--- src/rtl/clk_en_frac_gen_pkg.sv ---
`default_nettype none
`timescale 1ns/1ps
// ============================================================================
// Module      : clk_en_frac_gen_pkg
// Description : Shared constants, channel indices and increment helper for
//               the fractional clock-enable generator.
// Revision    : 1.0 - initial release
// ============================================================================
package clk_en_frac_gen_pkg;

    // Accumulator width used by the system-level instance.
    localparam int CLK_EN_ACC_WIDTH = 24;

    // Number of enable channels in the system-level instance.
    localparam int NUM_CLK_EN_CH    = 3;

    // System clock frequency (OPL3 master clock) used to derive increments.
    localparam real CLK_FREQ        = 14_318_180.0;

    // Channel assignment within the system-level instance.
    typedef enum logic [1:0] {
        CLK_EN_SAMPLE = 2'd0,
        CLK_EN_TIMER1 = 2'd1,
        CLK_EN_TIMER2 = 2'd2
    } clk_en_ch_t;

    // Increment that yields an average enable rate of f_out:
    // round(f_out / CLK_FREQ * 2^CLK_EN_ACC_WIDTH). Intended for elaboration
    // time constant evaluation only.
    function automatic logic [CLK_EN_ACC_WIDTH-1:0] calc_clk_en_incr(input real f_out);
        real w_scaled;
        w_scaled = f_out / CLK_FREQ * (2.0 ** CLK_EN_ACC_WIDTH);
        return CLK_EN_ACC_WIDTH'($rtoi(w_scaled + 0.5));
    endfunction

    // Sample clock enable (~49.7 kHz output sample rate).
    localparam logic [CLK_EN_ACC_WIDTH-1:0] SAMPLE_INCR = calc_clk_en_incr(49_716.0);
    // Timer 1 tick: one every 80 us.
    localparam logic [CLK_EN_ACC_WIDTH-1:0] TIMER1_INCR = calc_clk_en_incr(12_500.0);
    // Timer 2 tick: one every 320 us.
    localparam logic [CLK_EN_ACC_WIDTH-1:0] TIMER2_INCR = calc_clk_en_incr(3_125.0);

endpackage
`default_nettype wire

--- src/rtl/clk_en_frac_gen_if.sv ---
`default_nettype none
`timescale 1ns/1ps
// ============================================================================
// Module      : clk_en_frac_gen_if
// Description : Control/status bundle of the fractional clock-enable
//               generator. The master side owns rate control, the slave
//               side (the generator) returns pulses and pending flags.
// Revision    : 1.0 - initial release
// ============================================================================
interface clk_en_frac_gen_if #(
    parameter int NUM_CH    = 3,
    parameter int ACC_WIDTH = 24
);
    // Per-channel run enable.
    logic [NUM_CH-1:0]           ch_enable;
    // Packed increments; channel n occupies [n*ACC_WIDTH +: ACC_WIDTH].
    logic [NUM_CH*ACC_WIDTH-1:0] ch_incr;
    // One-cycle strobes capturing the matching ch_incr slice.
    logic [NUM_CH-1:0]           incr_load;
    // Clears every accumulator so all channels restart in phase.
    logic                        sync_restart;
    // Registered one-cycle enable pulses.
    logic [NUM_CH-1:0]           clk_en;
    // A captured increment is waiting for its pulse boundary.
    logic [NUM_CH-1:0]           incr_pending;

    modport master (
        output ch_enable,
        output ch_incr,
        output incr_load,
        output sync_restart,
        input  clk_en,
        input  incr_pending
    );

    modport slave (
        input  ch_enable,
        input  ch_incr,
        input  incr_load,
        input  sync_restart,
        output clk_en,
        output incr_pending
    );

endinterface
`default_nettype wire

--- src/rtl/clk_en_frac_gen_ch.sv ---
`default_nettype none
`timescale 1ns/1ps
// ============================================================================
// Module      : clk_en_frac_gen_ch
// Description : One phase-accumulator channel. Every running cycle adds the
//               active increment to the accumulator; the carry out of the
//               sum becomes a one-cycle enable pulse. A shadow increment lets
//               software retune the rate without glitches: it only becomes
//               active on a pulse boundary (or whenever the channel is idle).
// Revision    : 1.0 - initial release
// ============================================================================
module clk_en_frac_gen_ch #(
    parameter int                   ACC_WIDTH    = 24,
    parameter logic [ACC_WIDTH-1:0] DEFAULT_INCR = '0
) (
    input  wire                  clk,
    input  wire                  rst,
    input  wire                  i_enable,
    input  wire  [ACC_WIDTH-1:0] i_incr,
    input  wire                  i_load,
    input  wire                  i_restart,
    output logic                 o_clk_en,
    output logic                 o_pending
);

    logic [ACC_WIDTH-1:0] r_acc;
    logic [ACC_WIDTH-1:0] r_active;
    logic [ACC_WIDTH-1:0] r_shadow;
    logic                 r_clk_en;
    logic                 r_pending;

    logic [ACC_WIDTH:0]   w_sum;
    logic                 w_carry;
    logic                 w_hold;
    logic                 w_apply;

    // Accumulator sum with carry, and the decision whether a pending shadow
    // may take over this edge (idle channel or pulse boundary).
    always_comb begin
        w_sum   = {1'b0, r_acc} + {1'b0, r_active};
        w_carry = w_sum[ACC_WIDTH];
        w_hold  = i_restart || !i_enable;
        w_apply = r_pending && (w_hold || w_carry);
    end

    // Accumulator, pulse, active/shadow increments and pending flag.
    always_ff @(posedge clk) begin
        if (rst) begin
            r_acc     <= '0;
            r_active  <= DEFAULT_INCR;
            r_shadow  <= DEFAULT_INCR;
            r_clk_en  <= 1'b0;
            r_pending <= 1'b0;
        end else begin
            // Restart and disable both park the phase at zero so the next
            // running edge starts a fresh period. The carry computed from
            // the old phase is discarded in that case.
            r_acc    <= w_hold ? '0 : w_sum[ACC_WIDTH-1:0];
            r_clk_en <= !w_hold && w_carry;

            // An idle channel has no pulse boundary to wait for, so a load
            // goes straight to the active increment. Otherwise the old
            // shadow is promoted only when allowed; this edge's sum already
            // used the previous active value.
            if (i_load && !i_enable) begin
                r_active <= i_incr;
            end else if (w_apply) begin
                r_active <= r_shadow;
            end

            if (i_load) begin
                r_shadow <= i_incr;
            end

            // A new load always wins over the promotion of an older one:
            // the freshly captured value stays pending.
            if (i_load) begin
                r_pending <= i_enable;
            end else if (w_apply) begin
                r_pending <= 1'b0;
            end
        end
    end

    assign o_clk_en  = r_clk_en;
    assign o_pending = r_pending;

endmodule
`default_nettype wire

--- src/rtl/clk_en_frac_gen.sv ---
`default_nettype none
`timescale 1ns/1ps
// ============================================================================
// Module      : clk_en_frac_gen
// Description : Multi-channel fractional clock-enable generator. Each channel
//               is an independent phase accumulator whose average pulse rate
//               is CLK_FREQ*incr/2^ACC_WIDTH, exact over time. A common
//               restart realigns the phase of every channel.
// Revision    : 1.0 - initial release
// ============================================================================
module clk_en_frac_gen
    import clk_en_frac_gen_pkg::*;
#(
    parameter int                   NUM_CH       = NUM_CLK_EN_CH,
    parameter int                   ACC_WIDTH    = CLK_EN_ACC_WIDTH,
    parameter logic [ACC_WIDTH-1:0] DEFAULT_INCR = '0
) (
    input  wire               clk,
    input  wire               reset,
    clk_en_frac_gen_if.slave  bus
);

    logic [NUM_CH-1:0] w_clk_en;
    logic [NUM_CH-1:0] w_pending;

    // One accumulator channel per enable output; only the restart strobe is
    // shared between them.
    generate
        for (genvar n = 0; n < NUM_CH; n++) begin : g_ch
            clk_en_frac_gen_ch #(
                .ACC_WIDTH    (ACC_WIDTH),
                .DEFAULT_INCR (DEFAULT_INCR)
            ) u_ch (
                .clk       (clk),
                .rst       (reset),
                .i_enable  (bus.ch_enable[n]),
                .i_incr    (bus.ch_incr[n*ACC_WIDTH +: ACC_WIDTH]),
                .i_load    (bus.incr_load[n]),
                .i_restart (bus.sync_restart),
                .o_clk_en  (w_clk_en[n]),
                .o_pending (w_pending[n])
            );
        end
    endgenerate

    assign bus.clk_en       = w_clk_en;
    assign bus.incr_pending = w_pending;

endmodule
`default_nettype wire

--- src/flat_wrapper.sv ---
// flat-port wrapper written by rule: the top's interface ports become plain ports
module clk_en_frac_gen_flat import clk_en_frac_gen_pkg::*;
#(
    parameter int                   NUM_CH       = NUM_CLK_EN_CH,
    parameter int                   ACC_WIDTH    = CLK_EN_ACC_WIDTH,
    parameter logic [ACC_WIDTH-1:0] DEFAULT_INCR = '0
)
  (clk, reset, bus_ch_enable, bus_ch_incr, bus_incr_load, bus_sync_restart, bus_clk_en, bus_incr_pending);
  clk_en_frac_gen_if #(.NUM_CH(NUM_CH), .ACC_WIDTH(ACC_WIDTH)) bus_i ();
  input  wire clk;
  input  wire reset;
  input wire logic [$bits(bus_i.ch_enable)-1:0] bus_ch_enable;
  input wire logic [$bits(bus_i.ch_incr)-1:0] bus_ch_incr;
  input wire logic [$bits(bus_i.incr_load)-1:0] bus_incr_load;
  input wire logic [$bits(bus_i.sync_restart)-1:0] bus_sync_restart;
  output wire logic [$bits(bus_i.clk_en)-1:0] bus_clk_en;
  output wire logic [$bits(bus_i.incr_pending)-1:0] bus_incr_pending;
  assign bus_i.ch_enable = bus_ch_enable;
  assign bus_i.ch_incr = bus_ch_incr;
  assign bus_i.incr_load = bus_incr_load;
  assign bus_i.sync_restart = bus_sync_restart;
  assign bus_clk_en = bus_i.clk_en;
  assign bus_incr_pending = bus_i.incr_pending;
  clk_en_frac_gen #(.NUM_CH(NUM_CH), .ACC_WIDTH(ACC_WIDTH), .DEFAULT_INCR(DEFAULT_INCR)) u_core (.clk(clk), .reset(reset), .bus(bus_i));
endmodule
--- config.mk ---
export PLATFORM = sky130hd
export DESIGN_NAME = clk_en_frac_gen_flat
export DESIGN_NICKNAME = d
export VERILOG_FILES = /design/src/rtl/clk_en_frac_gen_pkg.sv /design/src/rtl/clk_en_frac_gen_if.sv /design/src/rtl/clk_en_frac_gen_ch.sv /design/src/rtl/clk_en_frac_gen.sv /design/src/flat_wrapper.sv
export SDC_FILE = /design/constraint.sdc
export NUM_CORES = 1
export LEC_CHECK = 0
export CELL_PAD_IN_SITES_DETAIL_PLACEMENT = 1
export CELL_PAD_IN_SITES_GLOBAL_PLACEMENT = 1
export CORE_ASPECT_RATIO = 0.9
export CORE_MARGIN = 2
export CORE_UTILIZATION = 31
export CTS_CLUSTER_DIAMETER = 30
export CTS_CLUSTER_SIZE = 28
export DETAILED_ROUTE_END_ITERATION = 10
export GPL_TIMING_DRIVEN = 0
export PLACE_DENSITY = 0.58
export REMOVE_ABC_BUFFERS = 1
export SLEW_MARGIN = 40
export SYNTH_ARGS = -nofsm -noshare
export SYNTH_HDL_FRONTEND = slang
export SYNTH_SLANG_ARGS = --single-unit
export TNS_END_PERCENT = 30
--- constraint.sdc ---
create_clock -name clk -period 4.61 [get_ports clk]
set_input_delay 0.922 -clock clk [delete_from_list [all_inputs] [get_ports clk]]
set_output_delay 0.922 -clock clk [all_outputs]
set_load 0.03 [all_outputs]
==> results.md <==
* Worst Path Arrival at 3.60 ns
* Leak Pwr at 6.81 nW
* Crit path depth at 10
* Sequential-to-total area share from yosys stat at 38.6%
* Hold Buf Count CTS at 0
* Max-Cap Viols at 0
* Hold Fails Final Rpt at 0
* H-tree depth at 3
* IO buf count at 86
* Critical Path, Cell by Cell: ha_1 > fa_1 > a211oi_1 > o21ai_0 > nand3_1 > nand3_1 > a41oi_1 > a32oi_4 > buf_8 > o22a_1
* Largest net degree at the start of global routing at 89
* Max-slew violations at 0
* Routed length per instance at 15.9 microns
* Via/cell ratio at 5.11
* Buf+Inv Stages, Crit Path at 1
* Required @ worst endpoint at 5.04 ns
* Largest delay share family, worst path: compound AO/OA/AOI/OAI gates
* Worst Skew at 0.0136 ns
* Max stage delay on crit path at 0.56 ns
* Main synth FF type: dfxtp_1
* Placer congestion estimate at 0.777
* WL final at 30.5 mm
* DRC Markers at 0
* Top Ports at 87
* Cell Pwr Density at 514 nW/um^2
* Hold WC Path Type: register to register
* Yosys reg bits at 222
* FF-to-FF Start: u_core.g_ch[2].u_ch.r_active[0]
* # rows at 66
* Core Footprint at 36400 sq um
* DIE AREA at 38700 sq um
* Remaining global-route overflow at 0
* Clock transition at the registers of the reported paths at 0.04 ns
* Max Clock Freq at 0.315 GHz
* Synth cell types at 62
* DRT antenna net count at 0
* Number of buffers created by CTS at 68
* CTS tree: done
* Die Y at 187 microns
* DR iter-0 viols at 404
* Layout fillers at 4083
* CTS resizes at 0
* Cells on worst reg2reg path at 10
* Commonest cells after routing, fill and taps aside: nor2_1 (234), dfxtp_1 (219), inv_1 (92)
* Yosys top cell area share at 38.6%
* Final setup vio count at 0
* Most common cell after layout, fill and taps aside: nor2_1
* Syn Area/Cell at 8.89 sq um
* Slew headroom at 54.6%
* First-pass iteration count of the detailed router at 4
* Crit Path Max Fanout at 13
* Min-delay src: u_core.g_ch[2].u_ch.r_active[22]
* Critical Path End Type: register
* Period utilization at 68.8%
* Hold Crit Depth at 1
* Post-DP HPWL at 20.1 mm
* Post-synth EDFFs at 0
* Sink Count at 222
* Antenna violations before repair at 3
* Layout Cells excl Fill at 1911
* Root Driver: clkbuf_16
* Synthesis-to-layout area growth at 33.1%
* First-pass GRT wire length at 52.0 mm
* Gate Count Post-Synth at 1297
* Setup bufs post-CTS at 0
* Tightest Pin Transition at 0.674 ns
* Synth Warn # at 0
* Die width at 207 microns
* Vias in the first global route at 10400
* Tmin final at 3.17 ns
* Placed insts at 1787
* Total Routing Usage GR at 16.1%
* Area leader, netlist: dfxtp_1
* Top area cells in the synthesized netlist: dfxtp_1 (39%), ha_1 (7.8%), nor2_1 (7.6%), mux2i_1 (6.4%), a311oi_1 (5.6%)
* Run status: finished clean
* Clock buffer depth at 3
* Initial Util at 31.7%
* Clk_lat worst skew at 0.55 ns
* Layout cells sized above 1 at 10.8%
* CP max stage cell: a41oi_1
* Synth async-reset ratio at 0%
* RSZ-0062 raised after global routing: false
* Crit path from: u_core.g_ch[2].u_ch.r_active[0]
* Worst setup path class: register to register
* Max IR drop VDD at 358 uV
* Vias post-DR at 9773
* Layout Nets at 1537
* Total power at 7.88 mW
* Startpoint types: register
* Synthesized area at 11500 sq um
* Most common cell on crit path: nand3_1
-- path summary, 6_finish.rpt --
| check | slack, ns | to |
|---|---|---|
| max | 1.44 | u_core.g_ch[2].u_ch.r_active[2] |
| max reg2reg | 1.44 | u_core.g_ch[2].u_ch.r_active[2] |
| min | 0.48 | u_core.g_ch[2].u_ch.r_active[22] |
| min reg2reg | 0.48 | u_core.g_ch[2].u_ch.r_active[22] |
-- cell type report --
type                       instances  area, sq um  share of cell area, %
clock buffer                      88         1940                   12.7
antenna                            3         7.51                 0.0489
tap                              476          596                   3.88
timing repair buffer              95          976                   6.36
sequential                       222         4450                   29.0
multi-input combinational        901         6460                   42.1
clock inverter                    33          566                   3.69
inverter                          93          349                   2.28
-- cells in the mapped netlist, drive strengths merged, types with 3 or more instances --
cell / count
nor2: 234
ha: 72
o21a: 11
inv: 92
mux2i: 74
or3: 3
o211ai: 5
dfxtp: 222
nand2b: 11
and2: 13
or2: 3
and3: 14
nand4: 8
clkbuf: 63
nor3: 9
a31oi: 13
a21oi: 51
nor2b: 9
a221o: 3
o21bai: 8
nand3: 17
o21ai: 37
a211o: 3
o22a: 72
xor2: 28
a311oi: 74
a211oi: 15
fa: 3
o31ai: 5
a21o: 28
xnor2: 26
buf: 18
nand2: 26
a41oi: 3
-- through the flow --
stage / setup TNS [ns] / utilization, % / setup WS [ns] / instance area, sq um / hold slack (ns)
2_1_floorplan: 0 / - / 1.19 / 11200 / 0.441
3_3_place_gp: -637.93 / 34.7 / -5.38 / 12600 / 0.458
3_5_place_dp: 0 / 35.2 / 1.14 / 12800 / 0.468
4_1_cts: 0 / 42.1 / 1.39 / 15300 / 0.484
5_1_grt: 0 / 42.1 / 1.19 / 15300 / 0.502
6_report: 0 / 42.1 / 1.44 / 15300 / 0.475
-- flip-flops by register name, indices dropped and copies added, names as in the netlist --
name / count
u_core.g_ch.u_ch.r_active: 72
u_core.g_ch.u_ch.o_clk_en: 3
u_core.g_ch.u_ch.r_acc: 72
u_core.g_ch.u_ch.r_shadow: 72
u_core.g_ch.u_ch.o_pending: 3
-- power breakdown --
part	internal (mW)	total [mW]	switching, mW	leakage, nW
Sequential	2.05	2.13	0.0782	1.82
Clock	3.76	5.08	1.32	1.22
Combinational	0.313	0.670	0.357	3.76
Total	6.13	7.88	1.75	6.81
-- kinds of logic (layout without fill, tap and decap cells) --
kind of cell	Yosys count	in the layout	synth area share, %
and+or+nand+nor	353	353	13.3
AOI/OAI and AO/OA	344	344	23.0
DFF	222	222	38.6
buffers and inverters	174	309	6.19
adders and majority gates	75	75	8.34
muxes	75	75	6.52
xor gates and xnor gates	54	54	4.10
other	0	3	0
-- per-layer routing --
| layer | vias up | track usage [%] | wire, microns | part of all wire, % |
|---|---|---|---|---|
| met1 | 4722 | 21.1 | 15300 | 50 |
| met2 | 148 | 25.5 | 13200 | 43 |
| met3 | 54 | 4.26 | 1340 | 4.4 |
| li1 | 4849 | - | - | - |
| met5 | - | 0 | 0 | 0 |
| met4 | 0 | 5.80 | 646 | 2.1 |
Power figures use the tool's default switching activity.
